`config.mk`:
```
export PLATFORM = sky130hd
export DESIGN_NAME = booth_mul_seq
export DESIGN_NICKNAME = d
export VERILOG_FILES = /design/src/rtl/booth_mul_seq.sv
export SDC_FILE = /design/constraint.sdc
export NUM_CORES = 1
export LEC_CHECK = 0
export ABC_CLOCK_PERIOD_IN_PS = 10400
export BUFFER_PORTS_ARGS = -buffer_cell sky130_fd_sc_hd__buf_2
export CORE_MARGIN = 3
export CORE_UTILIZATION = 56
export DETAILED_ROUTE_END_ITERATION = 7
export HOLD_SLACK_MARGIN = 0.03
export PLACE_DENSITY = 0.73
export SYNTH_ARGS = -nofsm -noshare
export SYNTH_HDL_FRONTEND = slang
export SYNTH_SLANG_ARGS = --single-unit
```
`constraint.sdc`:
```
create_clock -name clk -period 10.4 [get_ports clk]
set_input_delay 0.52 -clock clk [delete_from_list [all_inputs] [get_ports clk]]
set_output_delay 0.52 -clock clk [all_outputs]
set_load 0.03 [all_outputs]
```
`src/rtl/booth_mul_seq.sv`:
```
`timescale 1ns/1ps
// booth_mul_seq: iterative radix-4 Booth multiplier, one digit per clock, valid/ready handshakes
//
// Parameters
//   WIDTH      operand width (even, >= 4); product is 2*WIDTH bits
// Ports
//   clk        rising-edge clock
//   rst_n      asynchronous active-low reset
//   in_valid   a, b, is_signed are valid
//   in_ready   block can accept an operation (IDLE)
//   a          multiplicand
//   b          multiplier, Booth-recoded
//   is_signed  1: two's-complement operands, 0: unsigned
//   out_valid  product is valid (DONE)
//   out_ready  consumer accepts product
//   product    exact a*b in the mode latched at accept
//   busy       high in BUSY or DONE
module booth_mul_seq #(
    parameter int WIDTH = 16
) (
    input  logic               clk,
    input  logic               rst_n,
    input  logic               in_valid,
    output logic               in_ready,
    input  logic [WIDTH-1:0]   a,
    input  logic [WIDTH-1:0]   b,
    input  logic               is_signed,
    output logic               out_valid,
    input  logic               out_ready,
    output logic [2*WIDTH-1:0] product,
    output logic               busy
);
    localparam int E  = WIDTH + 2;
    localparam int N  = E / 2;
    localparam int AW = 2 * E;
    localparam int CW = (N > 1) ? $clog2(N) : 1;

    typedef enum logic [1:0] {IDLE, BUSY, DONE} state_t;

    state_t             state_q, state_d;
    logic [CW-1:0]      cnt_q, cnt_d;
    logic [AW-1:0]      acc_q, acc_d;
    logic [AW-1:0]      mcand_q, mcand_d;
    logic [E-1:0]       mult_q, mult_d;
    logic               prev_q, prev_d;
    logic [2*WIDTH-1:0] product_q, product_d;

    logic               last;
    logic [2:0]         digit;
    logic [AW-1:0]      term;
    logic               sa, sb;

    assign last  = cnt_q == CW'(N - 1);
    assign digit = {mult_q[1:0], prev_q};
    assign sa    = is_signed & a[WIDTH-1];
    assign sb    = is_signed & b[WIDTH-1];

    // mcand_q carries the 4^k weight by shifting left two places per digit
    assign term = (digit == 3'b001 || digit == 3'b010) ? mcand_q :
                  (digit == 3'b011)                    ? mcand_q << 1 :
                  (digit == 3'b100)                    ? -(mcand_q << 1) :
                  (digit == 3'b101 || digit == 3'b110) ? -mcand_q : '0;

    always_ff @(posedge clk or negedge rst_n) begin
        if (!rst_n) begin
            state_q   <= IDLE;
            cnt_q     <= '0;
            acc_q     <= '0;
            mcand_q   <= '0;
            mult_q    <= '0;
            prev_q    <= 1'b0;
            product_q <= '0;
        end else begin
            state_q   <= state_d;
            cnt_q     <= cnt_d;
            acc_q     <= acc_d;
            mcand_q   <= mcand_d;
            mult_q    <= mult_d;
            prev_q    <= prev_d;
            product_q <= product_d;
        end
    end

    always_comb begin
        state_d = state_q;
        case (state_q)
            IDLE:    state_d = in_valid ? BUSY : IDLE;
            BUSY:    state_d = last ? DONE : BUSY;
            DONE:    state_d = out_ready ? IDLE : DONE;
            default: state_d = IDLE;
        endcase
    end

    always_comb begin
        in_ready  = state_q == IDLE;
        out_valid = state_q == DONE;
        busy      = state_q != IDLE;
        product   = product_q;
    end

    always_comb begin
        cnt_d     = cnt_q;
        acc_d     = acc_q;
        mcand_d   = mcand_q;
        mult_d    = mult_q;
        prev_d    = prev_q;
        product_d = product_q;
        if (state_q == IDLE && in_valid) begin
            // extension bits are the MSB only in signed mode, so unsigned MSB=1 stays positive
            cnt_d   = '0;
            acc_d   = '0;
            mcand_d = {{(AW-WIDTH){sa}}, a};
            mult_d  = {{2{sb}}, b};
            prev_d  = 1'b0;
        end else if (state_q == BUSY) begin
            cnt_d   = cnt_q + 1'b1;
            acc_d   = acc_q + term;
            mcand_d = mcand_q << 2;
            mult_d  = {2'b00, mult_q[E-1:2]};
            prev_d  = mult_q[1];
            if (last)
                product_d = acc_d[2*WIDTH-1:0];
        end
    end
endmodule

```
==> results.txt <==
The run finished with clean final reports. The critical path start-end classification is reg -> reg. The clock tree from TritonCTS is done.

The flip-flop and latch count after synthesis came out at 120. The post-route netlist has 13.0% of its cells at a drive strength greater than 1. The initial antenna violation count came out at 0. The number of gates resized after CTS is 0. Setup violations remaining at the end of the flow were counted as 0.

The effective utilization at floorplan is 57.5%. The number of nets in the layout came out at 1075. The number of diodes came out at 0. For this run, asynchronously set or reset flops after synthesis account for 100%. The number of flops mapped to enable cells by yosys is 0. The sink count of the clock tree came out at 120. The H-tree depth is 4. The maximum fanout along the worst path came out at 26. The layout filler cell count came out at 1213. In this run the critical register-to-register path is captured at product[31]. The die width came out at 126 µm. The number of DRC violations after detailed routing came out at 0. The count of buffers inserted at the top-level ports is 71. The placement row count is 43. The total via count after detailed routing came out at 7337. After detailed routing, the average wire length per cell comes to 17.3 µm. The worst-case headroom to the max-slew limit came out at 31.8%. The count of endpoints failing hold in the final timing report is 0.

The first-pass iteration count of the detailed router is 5. The residual overflow from global routing is 0. Detailed placement ended at an HPWL of 14200 µm. The area of the die is 15800 µm². The number of antenna-violating nets in the routed design is 0. In this run the vertical extent of the chip is 126 µm. The maximum operating frequency came out at 192 MHz. After detailed routing, the total wire length is 20700 µm. Clock tree synthesis selected as its root buffer the cell sky130_fd_sc_hd__clkbuf_16. The clock-pin slew of the registers on the worst-case setup and hold paths came out at 0.05 ns. The signal on the critical path passes through inv_1 -> nor2_1 -> or2_2 -> nand2_1 -> nor2_1 -> a21oi_1 -> ha_1 -> o211ai_1 -> nor3_1 -> and4_1 -> nor2_1 -> o31ai_1 -> nand2b_1 -> a31oi_1 -> xnor2_1 -> o21ai_0. The startpoint identified for the worst register-to-register timing path is mult_q[0]. Setup repair after global routing left no endpoint under its margin.

After routing, the total negative slack on setup checks comes to 0 ns. The pin count of the biggest net entering global routing is 88. The number of buffers and inverters on the critical path is 1. In this run the register-to-register setup slack is 5.19 ns. Measured in cells, the most critical reg-to-reg path has a length of 16.

The first global-routing pass estimated 35000 µm of wire. The finished layout holds 1194 standard cells, fillers aside. The most used cell along the critical path is sky130_fd_sc_hd__nor2_1. The minimum clock period came out at 5.21 ns.

The critical path's slowest cell is sky130_fd_sc_hd__dfrtp_1. The worst setup path is captured at a flip-flop. The cell total after placement came out at 1162.

The count of pins on the block boundary is 72. The count of routing violations after the opening detailed-route iteration is 632. The count of max-cap constraint violations came out at 0. The post-synthesis cell type count is 68.

In this run the deepest clock path goes through 2 buffers. The number of slew-limit violations in the final report is 0. The cell area after synthesis is 8040 µm².

The sequential share of the synthesized area came out at 37.3%. The yosys synthesis warning count is 0. The final worst-path cycle share is 50.1%. At the pin with the least slew margin, the transition time is 1.02 ns. For this run, the slowest stage of the critical path takes 0.92 ns.

The average via count per standard cell came out at 6.14. The global-route usage over all layers is 27.1%. Synthesis produced 974 cells. The path class of the tightest hold or removal check is in -> async. The number of nets produced by synthesis is 1048. The insertion delay of the later-clocked pin in the worst-skew pair is 0.43 ns.

Once the clock tree was built, the setup fixing pass inserted 0 buffers. The worst endpoint data arrival time came out at 5.47 ns. The weighted congestion at the end of routability-driven global placement is 0.930.

In the synthesized netlist the dominant register cell turns out to be sky130_fd_sc_hd__dfrtp_1. The worst setup path is launched from a flip-flop. The kind of cell with the highest combined delay along the critical path is simple AND/OR/NAND/NOR gates. The clock skew is 0.00769 ns. The area of the placeable core came out at 14000 µm².

The signed area change from the synthesized netlist to the final layout is 11.3%. The critical path data required time came out at 10.66 ns. The average footprint of a synthesized cell came out at 8.26 µm². Clock tree synthesis inserted a total of 17 buffers. The number of global-route vias before repair was 6981. The number of hold-repair buffers added at the cts stage is 0.
worst max-delay path by stage:
| stage | start | endpoint | slack (ns) | cells after the start |
|---|---|---|---|---|
| 2_1_floorplan | mcand_q[2] | product[30] | 6.16 | 19 |
| 3_3_place_gp | mult_q[0] | product[31] | 5.48 | 16 |
| 3_5_place_dp | mult_q[0] | acc_q[31] | 5.36 | 16 |
| 4_1_cts | mult_q[0] | acc_q[31] | 5.35 | 16 |
| 5_1_grt | mult_q[0] | product[31] | 4.68 | 16 |
| 6_report | mult_q[0] | product[31] | 5.19 | 16 |
worst reg2reg max path, delay by kind of cell, from the launching register on:
family          cells  cell delay (ns)
compound gates      5             1.05
xor+xnor            1             0.15
fa+ha+maj           1             0.40
buf+inv             1             0.44
flops               1             0.92
simple gates        8             2.08
cells in the mapped netlist, types with 3 or more instances:
cell	number	area (µm²)
sky130_fd_sc_hd__nor3_1	14	70.1
sky130_fd_sc_hd__nand2b_1	3	18.8
sky130_fd_sc_hd__xor2_1	32	280
sky130_fd_sc_hd__a21o_1	21	158
sky130_fd_sc_hd__xnor2_1	29	254
sky130_fd_sc_hd__mux2i_1	6	60.1
sky130_fd_sc_hd__buf_6	3	33.8
sky130_fd_sc_hd__a311oi_1	3	26.3
sky130_fd_sc_hd__a21boi_0	4	30.0
sky130_fd_sc_hd__or4_1	3	22.5
sky130_fd_sc_hd__nand3_1	43	215
sky130_fd_sc_hd__a21oi_1	82	410
sky130_fd_sc_hd__nor2b_1	5	31.3
sky130_fd_sc_hd__nand4_1	3	18.8
sky130_fd_sc_hd__a22oi_1	31	233
sky130_fd_sc_hd__o22ai_1	12	75.1
sky130_fd_sc_hd__o221ai_1	9	78.8
sky130_fd_sc_hd__inv_1	17	63.8
sky130_fd_sc_hd__or3_4	3	33.8
sky130_fd_sc_hd__buf_2	5	25.0
sky130_fd_sc_hd__and2_1	5	31.3
sky130_fd_sc_hd__a221oi_1	4	35.0
sky130_fd_sc_hd__o21a_1	4	30.0
sky130_fd_sc_hd__or2_2	3	18.8
sky130_fd_sc_hd__nor2_1	79	297
sky130_fd_sc_hd__ha_1	36	450
sky130_fd_sc_hd__dfrtp_1	120	3000
sky130_fd_sc_hd__a31oi_1	11	68.8
sky130_fd_sc_hd__nand2_1	129	484
sky130_fd_sc_hd__a211oi_1	6	45.0
sky130_fd_sc_hd__o21bai_1	6	45.0
sky130_fd_sc_hd__nor4_1	3	18.8
sky130_fd_sc_hd__and3_1	5	31.3
sky130_fd_sc_hd__and4_1	3	26.3
sky130_fd_sc_hd__o21ai_0	129	646
sky130_fd_sc_hd__mux2_2	4	45.0
sky130_fd_sc_hd__o31ai_1	5	37.5
sky130_fd_sc_hd__clkbuf_1	55	206
cells by family after synthesis:
family / synth area share [%]
XOR/XNOR: 6.64
AND/OR/NAND/NOR: 18.1
AO/OA/AOI/OAI: 25.6
buffers and inverters: 4.92
adder cells (fa/ha/maj): 6.10
flip-flops: 37.3
multiplexers: 1.31
registers in the layout (all words and copies together) (netlist names):
register  count
acc_q        32
mcand_q      32
product      32
mult_q       17
cnt_q         4
state_q       2
prev_q        1
final cells by class:
| class | count | area [µm²] | share of cell area (%) |
|---|---|---|---|
| Clock buffer | 21 | 460 | 5.15 |
| Clock inverter | 11 | 123 | 1.37 |
| Inverter | 18 | 67.6 | 0.755 |
| Multi-Input combinational cell | 765 | 4650 | 52.0 |
| Sequential cell | 120 | 3000 | 33.6 |
| Tap cell | 180 | 225 | 2.52 |
| Timing Repair Buffer | 79 | 418 | 4.67 |
layout by cell type, fill, tap and decap left out, types with 4 or more instances in the layout:
cell type	synthesis	routed
sky130_fd_sc_hd__clkinvlp_4	0	4
sky130_fd_sc_hd__o21bai_1	6	6
sky130_fd_sc_hd__a22oi_1	31	31
sky130_fd_sc_hd__nand3_1	43	43
sky130_fd_sc_hd__inv_1	17	17
sky130_fd_sc_hd__o221ai_1	9	9
sky130_fd_sc_hd__o21ai_0	129	129
sky130_fd_sc_hd__o31ai_1	5	5
sky130_fd_sc_hd__a21o_1	21	21
sky130_fd_sc_hd__and3_1	5	5
sky130_fd_sc_hd__a31oi_1	11	11
sky130_fd_sc_hd__a221oi_1	4	4
sky130_fd_sc_hd__mux2i_1	6	6
sky130_fd_sc_hd__o22ai_1	12	12
sky130_fd_sc_hd__nor2b_1	5	4
sky130_fd_sc_hd__nor2_1	79	79
sky130_fd_sc_hd__nor3_1	14	14
sky130_fd_sc_hd__dfrtp_1	120	120
sky130_fd_sc_hd__buf_2	5	70
sky130_fd_sc_hd__o21a_1	4	4
sky130_fd_sc_hd__xor2_1	32	32
sky130_fd_sc_hd__clkbuf_16	0	17
sky130_fd_sc_hd__nand2_1	129	128
sky130_fd_sc_hd__xnor2_1	29	29
sky130_fd_sc_hd__ha_1	36	36
sky130_fd_sc_hd__a211oi_1	6	6
sky130_fd_sc_hd__a21oi_1	82	82
sky130_fd_sc_hd__mux2_2	4	4
sky130_fd_sc_hd__and2_1	5	5
sky130_fd_sc_hd__a21boi_0	4	4
sky130_fd_sc_hd__buf_4	2	9
metal layers:
| layer | up-vias | track usage (%) | share of wire, % |
|---|---|---|---|
| met2 | 251 | 43.0 | 47 |
| met4 | 0 | 11.0 | 2.9 |
| li1 | 3558 | - | - |
| met1 | 3482 | 36.0 | 45 |
| met5 | - | 0 | 0 |
| met3 | 46 | 6.23 | 5.5 |
per-stage QoR:
stage,worst slack (ns),utilization [%],hold WS (ns),cell area [µm²]
floorplan,6.16,-,0.224,8040
global placement,5.48,59.8,0.458,8360
detailed placement,5.36,59.8,0.464,8360
CTS,5.35,64.0,0.129,8950
global route,4.68,64.0,0.154,8950
finish,5.19,64.0,0.110,8950
Power is left out: the tool's default activity adds up to more than one toggle a clock period on the data nets, which glitch-free logic cannot reach.
